==> config.mk <==
export PLATFORM = sky130hd
export DESIGN_NAME = row_nz_serializer
export DESIGN_NICKNAME = d
export VERILOG_FILES = /design/src/rtl/row_nz_serializer_pkg.sv /design/src/rtl/row_nz_serializer_lsb_priority_encoder.sv /design/src/rtl/row_nz_serializer.sv
export SDC_FILE = /design/constraint.sdc
export NUM_CORES = 1
export LEC_CHECK = 0
export ABC_CLOCK_PERIOD_IN_PS = 3100
export CAP_MARGIN = 20
export CORE_AREA = 2 2 74 76
export CTS_CLUSTER_DIAMETER = 200
export DETAILED_ROUTE_END_ITERATION = 8
export DIE_AREA = 0 0 76 78
export PLACE_DENSITY = 0.75
export REMOVE_ABC_BUFFERS = 1
export SLEW_MARGIN = 5
export SYNTH_ARGS = -nofsm -noshare
export SYNTH_HDL_FRONTEND = slang
export SYNTH_SLANG_ARGS = --single-unit
==> constraint.sdc <==
create_clock -name clk -period 3.1 [get_ports clk]
set_clock_uncertainty 0.2 [all_clocks]
set_input_delay 0.62 -clock clk [delete_from_list [all_inputs] [get_ports clk]]
set_output_delay 0.62 -clock clk [all_outputs]
set_load 0.01 [all_outputs]
==> src/rtl/row_nz_serializer_pkg.sv <==
// Shared constants and types for the row compressor / row serializer pair.
// Holds the default row geometry (word width, words per row, index width,
// row tag width) and the serializer state encoding.
package row_nz_serializer_pkg;

    localparam int DEF_WORD_WIDTH   = 8;
    localparam int DEF_MAX_R_SIZE   = 4;
    localparam int DEF_R_DIST_WIDTH = 2;
    localparam int DEF_ROW_ID_WIDTH = 8;

    typedef enum logic {
        ST_IDLE = 1'b0,
        ST_EMIT = 1'b1
    } state_e;

endpackage

==> src/rtl/row_nz_serializer_lsb_priority_encoder.sv <==
// lsb_priority_encoder: finds the lowest set bit of a mask.
// Ports:
//   mask   - input bit mask (WIDTH bits)
//   idx    - index of the lowest set bit (0 when mask is zero)
//   found  - mask has at least one bit set
//   single - mask has exactly one bit set
// Purely combinational; shared with the row compressor.
module lsb_priority_encoder
    import row_nz_serializer_pkg::*;
#(
    parameter int WIDTH     = DEF_MAX_R_SIZE,
    parameter int IDX_WIDTH = DEF_R_DIST_WIDTH
) (
    input  logic [WIDTH-1:0]     mask,
    output logic [IDX_WIDTH-1:0] idx,
    output logic                 found,
    output logic                 single
);

    // Scan upward; the first set bit wins and later bits are ignored.
    always_comb begin
        idx   = '0;
        found = 1'b0;
        for (int i = 0; i < WIDTH; i++) begin
            if (mask[i] && !found) begin
                idx   = IDX_WIDTH'(i);
                found = 1'b1;
            end else begin
                idx   = idx;
                found = found;
            end
        end
        // Clearing the lowest set bit leaves zero only for a one-hot mask.
        single = found && ((mask & (mask - WIDTH'(1))) == '0);
    end

endmodule

==> src/rtl/row_nz_serializer.sv <==
// row_nz_serializer: accepts one packed row per handshake and emits only its
// nonzero words, lowest index first, one per beat, each tagged with its
// original position and a per-row tag.
// Ports:
//   clk, reset_n          - clock (rising edge), async active-low reset
//   in_valid/in_ready     - row handshake; data_in is the packed row
//   out_valid/out_ready   - beat handshake
//   out_data, out_idx     - nonzero word and its position in the row
//   out_last              - final beat of the current row
//   out_row_id            - tag of the row this beat belongs to
// Optional feature: define RNZS_ZERO_ROW_BEAT_EN to make an all-zero row
// produce one marker beat (data 0, idx 0, last) instead of no beats.
module row_nz_serializer
    import row_nz_serializer_pkg::*;
#(
    parameter int WORD_WIDTH   = DEF_WORD_WIDTH,
    parameter int MAX_R_SIZE   = DEF_MAX_R_SIZE,
    parameter int R_DIST_WIDTH = DEF_R_DIST_WIDTH,
    parameter int ROW_ID_WIDTH = DEF_ROW_ID_WIDTH
) (
    input  logic                         clk,
    input  logic                         reset_n,
    input  logic                         in_valid,
    output logic                         in_ready,
    input  logic [WORD_WIDTH*MAX_R_SIZE-1:0] data_in,
    output logic                         out_valid,
    input  logic                         out_ready,
    output logic [WORD_WIDTH-1:0]        out_data,
    output logic [R_DIST_WIDTH-1:0]      out_idx,
    output logic                         out_last,
    output logic [ROW_ID_WIDTH-1:0]      out_row_id
);

    state_e                          state_r, state_nxt_s;
    logic [MAX_R_SIZE-1:0]           mask_r, mask_nxt_s;
    logic [WORD_WIDTH*MAX_R_SIZE-1:0] row_r, row_nxt_s;
    logic [ROW_ID_WIDTH-1:0]         tag_r, tag_nxt_s;
    logic [ROW_ID_WIDTH-1:0]         cnt_r, cnt_nxt_s;

    logic [R_DIST_WIDTH-1:0]         enc_idx_s;
    logic                            enc_found_s;
    logic                            enc_single_s;
    logic [MAX_R_SIZE-1:0]           load_mask_s;
    logic [WORD_WIDTH-1:0]           sel_word_s;
    logic                            emit_s;
    logic                            fire_s;
    logic                            accept_s;

    lsb_priority_encoder #(
        .WIDTH     (MAX_R_SIZE),
        .IDX_WIDTH (R_DIST_WIDTH)
    ) u_enc (
        .mask   (mask_r),
        .idx    (enc_idx_s),
        .found  (enc_found_s),
        .single (enc_single_s)
    );

    // Nonzero-word mask of the incoming row, used when the row is latched.
    always_comb begin
        load_mask_s = '0;
        for (int i = 0; i < MAX_R_SIZE; i++) begin
            load_mask_s[i] = (data_in[i*WORD_WIDTH +: WORD_WIDTH] != '0);
        end
`ifdef RNZS_ZERO_ROW_BEAT_EN
        // An empty row emits word 0 (which is zero) as a single marker beat.
        if (load_mask_s == '0) begin
            load_mask_s = MAX_R_SIZE'(1);
        end else begin
            load_mask_s = load_mask_s;
        end
`endif
    end

    // Select the latched word at the current lowest pending position.
    always_comb begin
        sel_word_s = '0;
        for (int i = 0; i < MAX_R_SIZE; i++) begin
            if (enc_idx_s == R_DIST_WIDTH'(i)) begin
                sel_word_s = row_r[i*WORD_WIDTH +: WORD_WIDTH];
            end else begin
                sel_word_s = sel_word_s;
            end
        end
    end

    // Handshake decode and beat outputs, all derived from state registers
    // except the intentional out_ready -> in_ready reload path.
    always_comb begin
        emit_s     = (state_r == ST_EMIT) && enc_found_s;
        fire_s     = emit_s && out_ready;
        in_ready   = (state_r == ST_IDLE) || (emit_s && enc_single_s && out_ready);
        accept_s   = in_valid && in_ready;
        out_valid  = emit_s;
        out_data   = emit_s ? sel_word_s : '0;
        out_idx    = emit_s ? enc_idx_s : '0;
        out_last   = emit_s && enc_single_s;
        out_row_id = emit_s ? tag_r : '0;
    end

    // Next-state: a new row (possibly reloaded on the last beat) takes
    // priority over retiring the current beat.
    always_comb begin
        state_nxt_s = state_r;
        mask_nxt_s  = mask_r;
        row_nxt_s   = row_r;
        tag_nxt_s   = tag_r;
        cnt_nxt_s   = cnt_r;
        if (accept_s) begin
            row_nxt_s   = data_in;
            mask_nxt_s  = load_mask_s;
            tag_nxt_s   = cnt_r;
            cnt_nxt_s   = cnt_r + ROW_ID_WIDTH'(1);
            state_nxt_s = (load_mask_s != '0) ? ST_EMIT : ST_IDLE;
        end else if (fire_s) begin
            mask_nxt_s  = mask_r & ~(MAX_R_SIZE'(1) << enc_idx_s);
            state_nxt_s = enc_single_s ? ST_IDLE : ST_EMIT;
        end else begin
            state_nxt_s = state_r;
        end
    end

    // State registers; reset discards any row in flight.
    always_ff @(posedge clk or negedge reset_n) begin
        if (!reset_n) begin
            state_r <= ST_IDLE;
            mask_r  <= '0;
            row_r   <= '0;
            tag_r   <= '0;
            cnt_r   <= '0;
        end else begin
            state_r <= state_nxt_s;
            mask_r  <= mask_nxt_s;
            row_r   <= row_nxt_s;
            tag_r   <= tag_nxt_s;
            cnt_r   <= cnt_nxt_s;
        end
    end

endmodule

==> reports/qor.yml <==
critical_path:
  worst_setup_path_start_kind: "flop"
  cp_max_fo: 11
  arrival_ns: 2.13
  crit_path_end_kind: "primary output"
  required_ns: 2.28
  crit_type: "reg2out"
yosys:
  synth_warnings: 0
  synth_mux_area_frac: 0.1880
  netlist_area_mm2: 0.002456
  async_flop_share: 1.000
  synth_most_common_cell: "dfrtp_1"
  synthTopCellsByCount: "dfrtp_1, mux2_2, nand2_1, a21oi_1"
  yosys.area_share.simple: 0.1004
  synth.distinct_cells: 32
  synth_area_leaders: "dfrtp_1, mux2_2, o221ai_1, nand2_1, and2_1"
  ys_seq_elements: 53
  synth_area_per_cell_um2: 12.16
  synth_compound_area_frac: 0.1065
  synth.top_cell.area_share: 0.5400
  synthAdderAreaFrac: 0.005094
  synth_ff_type: "dfrtp_1"
  synth-edff-count: 0
  synth_top_family_by_area: "multiplexers"
  synth_top_area_cell: "dfrtp_1"
  yosysSeqAreaShare: 0.5400
  synthXorXnorAreaFrac: 0.02853
  synthCells: 202
sta:
  finalCriticalPeriod_ns: 2.955
  setup_viol: 0
  fmax_mhz: 338.4
  rsz0062_at_grt: "yes"
  hold_viol_final: 0
  min_period_over_period: 0.9531
  maxSlewHeadroom: 0.5654
  drv_slew: 0
  worstMarginPinSlew_ns: 0.6518
  fin_hold_ws_ns: 0.2184
placement:
  place_inst: 322
  gp_congestion: 0.8414
  dp_hpwl_um: 3872
  port-buffer-count: 56
finish:
  areaGrowthSynthToFinish_pct: 31.58
  diodes: 0
  final_cells: 331
  drive_gt1_frac: 0.2261
  final_nets: 297
clock_network:
  clk-insertion-delay-late_ns: 0.30
  hold_buffers: 0
  clockBufferDepth: 2
  cts_tree: "yes"
  numCtsBuffers: 5
  root_buffer: "clkbuf_8"
  cts.sinks: 53
  htree_levels: 2
  path_clk_slew_ns: 0.09
detailed_routing:
  vias: 1830
  initialDrtViolationCount: 81
  final_antenna_net_count: 0
  drc: 0
  dr.pass1.iters: 6
  viasPerCell: 5.529
  avgRoutedWirePerCell_um: 16.48
  finalWirelength_um: 5456
global_routing:
  antenna_found_initial: 0
  grt_pass1_vias: 1849
  grt.total_usage: 0.1891
  grt_max_degree: 57
  overflow: 0
  grt_pass1_wl_um: 8880
floorplanning:
  coreArea_mm2: 0.005042
  die_area_mm2: 0.005928
  fp.dieW_um: 76
  num_rows: 26
  fp.dieH_um: 78
  initial_core_util: 0.4871
  ios: 57
flow_run:
  cap_violations: 0
power:
  p_leak_nw: 1.319
  p_per_area_mw_per_mm2: 1076
  ir_worst_vdd_uv: 790.5
  finalPower_w: 0.003476
status:
  status: "finished clean"
hold_path:
  hp-class: "in2async"
repair_timing:
item / in CTS / in global routing
gates resized for setup: 0 / 6
endpoints found under the setup margin: 0 / 10
setup buffers: 0 / 1
worst max-delay path, cell delays in order, from the launching register on:
cell and delay (ns):
dfrtp_2 0.46, inv_1 0.27, nand2_1 0.27, o22ai_1 0.22
a21oi_1 0.10, clkdlybuf4s50_1 0.52
worst paths after layout:
kind	startpoint	end	slack (ns)	cells past startpoint
setup / recovery	mask_r[1]	out_data[1]	0.15	5
max in group asynchronous	reset_n	mask_r[2]	2.01	2
hold / removal	reset_n	row_r[29]	0.22	2
setup reg to reg	mask_r[1]	cnt_r[7]	0.61	6
hold reg to reg	cnt_r[7]	cnt_r[7]	0.29	1
min in group clk	cnt_r[7]	cnt_r[7]	0.29	1
where the power goes:
part	internal (W)	switching (W)
Sequential	0.00101	0.000227
Clock	0.000263	0.000219
Combinational	0.000980	0.000779
Total	0.00225	0.00123
per-stage QoR:
| step | cell area (µm²) | utilization | worst slack [ns] | setup TNS, ns |
|---|---|---|---|---|
| after detailed placement | 3094 | 0.6136 | 0.1664 | 0 |
| after global placement | 3094 | 0.6136 | 0.1827 | 0 |
| after floorplan | 2394 | - | -1.611 | -78.47 |
| after global routing | 3232 | 0.6409 | -0.01713 | -0.03823 |
| after CTS | 3211 | 0.6367 | 0.01012 | 0 |
| final | 3232 | 0.6409 | 0.1453 | 0 |
routing by layer:
metal / share of wire / GRT usage
met5: 0 / 0
met4: 0.013 / 0.04909
met2: 0.49 / 0.3089
met1: 0.43 / 0.2450
met3: 0.074 / 0.06163
placed cells by master (no fill, tap or decap), drive strengths merged, types with 2 or more instances in the layout:
| cell | netlist | final |
|---|---|---|
| a21boi | 3 | 3 |
| a21oi | 9 | 9 |
| and2 | 8 | 8 |
| and3 | 2 | 2 |
| buf | 7 | 6 |
| clkbuf | 3 | 7 |
| clkdlybuf4s50 | 0 | 54 |
| dfrtp | 53 | 53 |
| inv | 4 | 4 |
| mux2 | 41 | 41 |
| nand2 | 15 | 15 |
| nand4 | 4 | 4 |
| nor2 | 4 | 4 |
| nor4 | 8 | 8 |
| o21ai | 4 | 4 |
| o221ai | 8 | 8 |
| o22ai | 8 | 8 |
| o31ai | 3 | 3 |
| xnor2 | 5 | 5 |
| xor2 | 3 | 3 |
registers in the layout, summed over array words and instances (netlist names):
name and cells:
row_r 32, cnt_r 8, tag_r 8, mask_r 4, state_r 1
final cells by class:
| cell class | count | area, µm² |
|---|---|---|
| multi-input cells | 135 | 1071 |
| fillers | 393 | 1810 |
| repair buffers | 61 | 611.8 |
| flip-flops and latches | 53 | 1330 |
| inverters | 4 | 15.01 |
| well taps | 70 | 87.58 |
| clock buffers | 7 | 86.33 |
| clock inverters | 1 | 30.03 |
cells by family (layout without fill, tap and decap cells):
| logic type | after synthesis | after routing |
|---|---|---|
| AOI/OAI and AO/OA | 39 | 39 |
| xor gates and xnor gates | 8 | 8 |
| adders and majority gates | 1 | 1 |
| buffers and inverters | 14 | 73 |
| DFF | 53 | 53 |
| muxes | 41 | 41 |
| and+or+nand+nor | 46 | 46 |
(Power assumes the default switching activity.)
